[src/rtl/rr_requester.sv]
// rr_requester: four independent command channels feeding a round-robin arbiter.
// A command is offered on one shared port and goes to a channel named by cmd_ch.
// That channel then raises its Req bit and counts one data beat on each cycle the
// arbiter grants it. It pulses done once after the last beat. If it waits TIMEOUT
// consecutive cycles without a grant, it aborts to a sticky error state.
//
// Ports:
//   clk        clock, rising edge
//   rst        asynchronous active-low reset
//   cmd_valid  command offered this cycle
//   cmd_ch     target channel of the offered command
//   cmd_len    beats minus one
//   cmd_ready  target channel is idle (combinational)
//   Req        registered per-channel request to the arbiter
//   Grant      grant from the arbiter (expected one-hot or zero)
//   beat       Req & Grant, a data beat moves on channel i when set
//   done       registered one-cycle completion pulse per channel
//   err        sticky per-channel timeout flag
//   err_clr    per-channel error clear, only honoured in the error state
//   grant_err  sticky protocol violation flag (stray or multiple grants)
module rr_requester #(
  parameter int unsigned TIMEOUT = 15
) (
  input  logic       clk,
  input  logic       rst,
  input  logic       cmd_valid,
  input  logic [1:0] cmd_ch,
  input  logic [3:0] cmd_len,
  output logic       cmd_ready,
  output logic [3:0] Req,
  input  logic [3:0] Grant,
  output logic [3:0] beat,
  output logic [3:0] done,
  output logic [3:0] err,
  input  logic [3:0] err_clr,
  output logic       grant_err
);

  typedef enum logic [1:0] {StIdle, StReq, StDone, StErr} state_e;

  localparam logic [7:0] TimeoutCnt = 8'(TIMEOUT);

  state_e     state_q [4];
  logic [3:0] rem_q   [4];
  logic [7:0] wait_q  [4];

  assign cmd_ready = (state_q[cmd_ch] == StIdle);
  assign beat      = Req & Grant;

  always_ff @(posedge clk or negedge rst) begin
    if (!rst) begin
      for (int i = 0; i < 4; i++) begin
        state_q[i] <= StIdle;
        rem_q[i]   <= 4'd0;
        wait_q[i]  <= 8'd0;
      end
      Req       <= 4'b0;
      done      <= 4'b0;
      err       <= 4'b0;
      grant_err <= 1'b0;
    end else begin
      // Stray grant (channel not requesting) or more than one grant bit set.
      if ((|(Grant & ~Req)) || ((Grant & (Grant - 4'd1)) != 4'd0)) begin
        grant_err <= 1'b1;
      end

      for (int i = 0; i < 4; i++) begin
        automatic state_e nxt = state_q[i];
        unique case (state_q[i])
          StIdle: begin
            if (cmd_valid && (cmd_ch == 2'(i))) begin
              nxt        = StReq;
              rem_q[i]  <= cmd_len;
              wait_q[i] <= 8'd0;
            end
          end
          StReq: begin
            // A granted cycle never times out, so a final beat always wins.
            if (Grant[i]) begin
              wait_q[i] <= 8'd0;
              if (rem_q[i] == 4'd0) begin
                nxt = StDone;
              end else begin
                rem_q[i] <= rem_q[i] - 4'd1;
              end
            end else if (wait_q[i] + 8'd1 == TimeoutCnt) begin
              nxt        = StErr;
              wait_q[i] <= wait_q[i] + 8'd1;
            end else begin
              wait_q[i] <= wait_q[i] + 8'd1;
            end
          end
          StDone: nxt = StIdle;
          StErr: begin
            if (err_clr[i]) begin
              nxt = StIdle;
            end
          end
          default: nxt = StIdle;
        endcase
        state_q[i] <= nxt;
        Req[i]     <= (nxt == StReq);
        done[i]    <= (nxt == StDone);
        err[i]     <= (nxt == StErr);
      end
    end
  end

endmodule

[config.mk]
export PLATFORM = sky130hd
export DESIGN_NAME = rr_requester
export DESIGN_NICKNAME = d
export VERILOG_FILES = /design/src/rtl/rr_requester.sv
export SDC_FILE = /design/constraint.sdc
export NUM_CORES = 1
export LEC_CHECK = 0
export CORE_ASPECT_RATIO = 0.6
export CORE_MARGIN = 3
export CORE_UTILIZATION = 40
export DETAILED_ROUTE_END_ITERATION = 7
export GPL_ROUTABILITY_DRIVEN = 0
export PLACE_DENSITY = 0.68
export RECOVER_POWER = 25
export SETUP_SLACK_MARGIN = 0.2
export SYNTH_ARGS = -nofsm -noshare
export SYNTH_HDL_FRONTEND = slang
export SYNTH_SLANG_ARGS = --single-unit
[constraint.sdc]
create_clock -name clk -period 1.7 [get_ports clk]
set_input_delay 0.34 -clock clk [delete_from_list [all_inputs] [get_ports clk]]
set_output_delay 0.34 -clock clk [all_outputs]
set_load 0.01 [all_outputs]
==> results by group <==
GRT
  • Vias in the first global route: 3296
  • First-pass GRT wire length: 16300 µm
  • Gr ovfl total: 0
  • Largest net degree at the start of global routing: 33
  • Global Route Usage Sum: 0.186
  • Initial antenna violation count: 0

Yosys
  • Post-synth EDFFs: 0
  • Synth Area in Adders: 0.0383
  • Top cell type by total area after synthesis: dfrtp_1
  • Synth top area share: 0.441
  • Mapped Nets: 468
  • Compound-Gate Fraction of Synth Area: 0.198
  • Most used DFF post-synth: dfrtp_1
  • Seq cells post-synth: 69
  • Post-synthesis mux area share: 0.0211
  • Simple-gate share of the synthesized area: 0.240
  • Gate Count Post-Synth: 439
  • Yosys cell types: 54
  • Async S/R FF share, synth: 1.00
  • Mapped cell area: 0.00392 mm²
  • Yosys warnings: 0
  • Post-synthesis sequential area ratio: 0.441
  • Most frequent cells after synthesis: dfrtp_1 (69), o21ai_0 (61), nand2_1 (42)
  • Most frequent cell after synthesis: dfrtp_1
  • Largest family of logic cells by synthesized area: simple AND/OR/NAND/NOR gates
  • Area contributors post-synth: dfrtp_1 (44%), o21ai_0 (7.8%), nand2_1 (4.0%), ha_1 (3.8%), nor2_1 (3.8%)
  • Avg Inst Size Synth: 8.93 µm²
  • Synth Area in XOR/XNOR: 0.0201

Final layout
  • Number of fill cells: 733
  • Ant diodes: 0
  • Layout cells sized above 1: 0.331
  • Post-route core utilization: 0.615
  • Layout net count: 571
  • Area Growth Syn to Fin: 46.7%

Clock tree
  • Clock transition at path regs: 60 ps
  • Htree depth: 3
  • Clock Latency Late Sink: 340 ps
  • Clk buf depth: 2
  • Root Driver: clkbuf_16
  • TritonCTS clock tree: built
  • Total clock buffers created by CTS: 9
  • Clock sinks: 69

Worst setup path
  • Slowest stage delay, CP: 460 ps
  • Cells along the critical path: nor2_1, buf_4, mux4_2, buf_6
  • CP max stage cell: mux4_2
  • Worst Path Class, Setup: reg -> out
  • Crit path DAT: 1500 ps
  • CP Max Fanout: 2
  • Worst EP required: 1360 ps
  • Element type at the critical path start: flop
  • CP Capture Type: primary output

STA
  • Setup WS post-layout: -140 ps
  • Fmax: 544 MHz
  • Tmin final: 1840 ps
  • RSZ-0062 raised after global routing: true
  • Final setup viols: 2
  • Skew final: 7.09 ps
  • Fin. Hold Viols: 0
  • Max-slew violation count: 0
  • Final hold slack: 481 ps
  • Max_slew headroom: 0.624
  • Fin crit share: 1.08
  • Setup TNS: -160 ps
  • Slew @ Worst Pin: 563 ps

Detailed routing
  • Post-route ant nets: 0
  • First-pass iteration count of the detailed router: 4
  • Via count: 3683
  • DR iter-0 viols: 188
  • Vias per Instance: 5.44
  • WL/cell: 15.6 µm
  • Drc violations: 0
  • Final WL: 10500 µm

Die
  • Core area: 0.00936 mm²
  • Ports: 35
  • Die H: 82.7 µm
  • Die extent in x: 134 µm
  • Initial Utilization: 0.419
  • FP Rows: 27
  • Die area: 0.0111 mm²

Outcome
  • Failing checks: setup timing
  • Status: complete, but fails checks

Pwr
  • Power Density: 1600 mW/mm²
  • Peak VDD IR: 0.747 mV
  • Leakage: 2.54 nW
  • Clock power share: 0.222
  • P_sw: 3.47 mW
  • Combinational power share: 0.510
  • Internal Pwr Total: 5.76 mW
  • Net Sw Frac: 0.376
  • Seq pwr share: 0.269

Place
  • Dpl hpwl: 6830 µm
  • Pre-CTS setup slack: -474 ps
  • Number of port buffers: 34

Job
  • Total of max-cap violations: 0

Min path
  • Worst min-delay path class: reg -> reg
-- registers in the layout, indices dropped and copies added (netlist names) --
| signal | flops |
|---|---|
| Req | 4 |
| done | 4 |
| err | 4 |
| grant_err | 1 |
| rem_q | 16 |
| state_q | 8 |
| wait_q | 32 |
-- stage by stage --
| step | power, mW | std cells | area, µm² |
|---|---|---|---|
| after detailed placement | 5.81 | 624 | 4690 |
| after global routing | 9.83 | 677 | 5750 |
| after global placement | 5.66 | 624 | 4690 |
| after CTS | 8.46 | 660 | 5380 |
| after floorplan | 4.61 | 439 | 3960 |
| final | 9.23 | 677 | 5750 |
-- cells by family after synthesis --
logic type / count (synthesis)
and+or+nand+nor: 177
AOI/OAI and AO/OA: 126
buffers and inverters: 39
adders and majority gates: 12
xor gates and xnor gates: 9
muxes: 7
DFF: 69
-- worst paths after layout --
kind / from / endpoint / slack [ps] / cells after the start
setup / recovery: state_q[7] / cmd_ready / -140 / 4
hold / removal: grant_err / grant_err / 480 / 1
setup reg to reg: state_q[7] / wait_q[31] / -20 / 8
hold reg to reg: grant_err / grant_err / 480 / 1
max in group asynchronous: rst / wait_q[13] / 280 / 3
min in group asynchronous: rst / wait_q[22] / 490 / 2
-- critical path, delay by kind of cell (launching register included) --
kind	cells	cell delay, ps
flops	1	370
mux	1	460
buf+inv	2	290
simple gates	1	50
-- layer usage --
layer | vias up | share of wire | global-route usage
met4 | 0 | 0.0072 | 0.0380
met5 | - | 0 | 0
met2 | 53 | 0.47 | 0.291
li1 | 1799 | - | -
met3 | 8 | 0.039 | 0.0484
met1 | 1823 | 0.48 | 0.261
-- power by group through the flow --
stage	combinational, mW	clock (mW)	sequential [mW]
floorplan	2.18	0	2.43
global placement	3.20	0	2.45
detailed placement	3.33	0	2.47
CTS	3.94	2.08	2.44
global route	5.14	2.16	2.53
finish	4.70	2.04	2.48
-- repair_timing --
item,4_1_cts,5_1_grt
buffers inserted,17,17
hold buffers,1,0
endpoints found under the hold margin,16,0
gates cloned,2,0
endpoints found under the setup margin,77,60
pin swaps,20,26
resized for setup,96,77
-- layout by cell type, fill, tap and decap left out, drive strengths merged, types with 7 or more instances in the layout --
| cell | instances |
|---|---|
| nor2b | 9 |
| and3 | 7 |
| nand3 | 16 |
| o31ai | 8 |
| ha | 12 |
| nor2 | 40 |
| nand2 | 42 |
| a21oi | 16 |
| inv | 21 |
| clkbuf | 13 |
| dlygate4sd2 | 13 |
| and2 | 11 |
| o22ai | 7 |
| xor2 | 7 |
| nand4 | 8 |
| o21ai | 62 |
| buf | 76 |
| clkdlybuf4s50 | 11 |
| dfrtp | 69 |
| or3b | 8 |
| nand2b | 10 |
-- area by class of cell --
type,instances,area [µm²],area share
Multi-Input combinational cell,332,2490,0.434
Inverter,21,78.8,0.0137
Clock inverter,5,83.8,0.0146
Sequential cell,69,1730,0.301
Clock buffer,11,243,0.0422
Tap cell,130,163,0.0283
Timing Repair Buffer,109,960,0.167
Power figures use the tool's default switching activity.
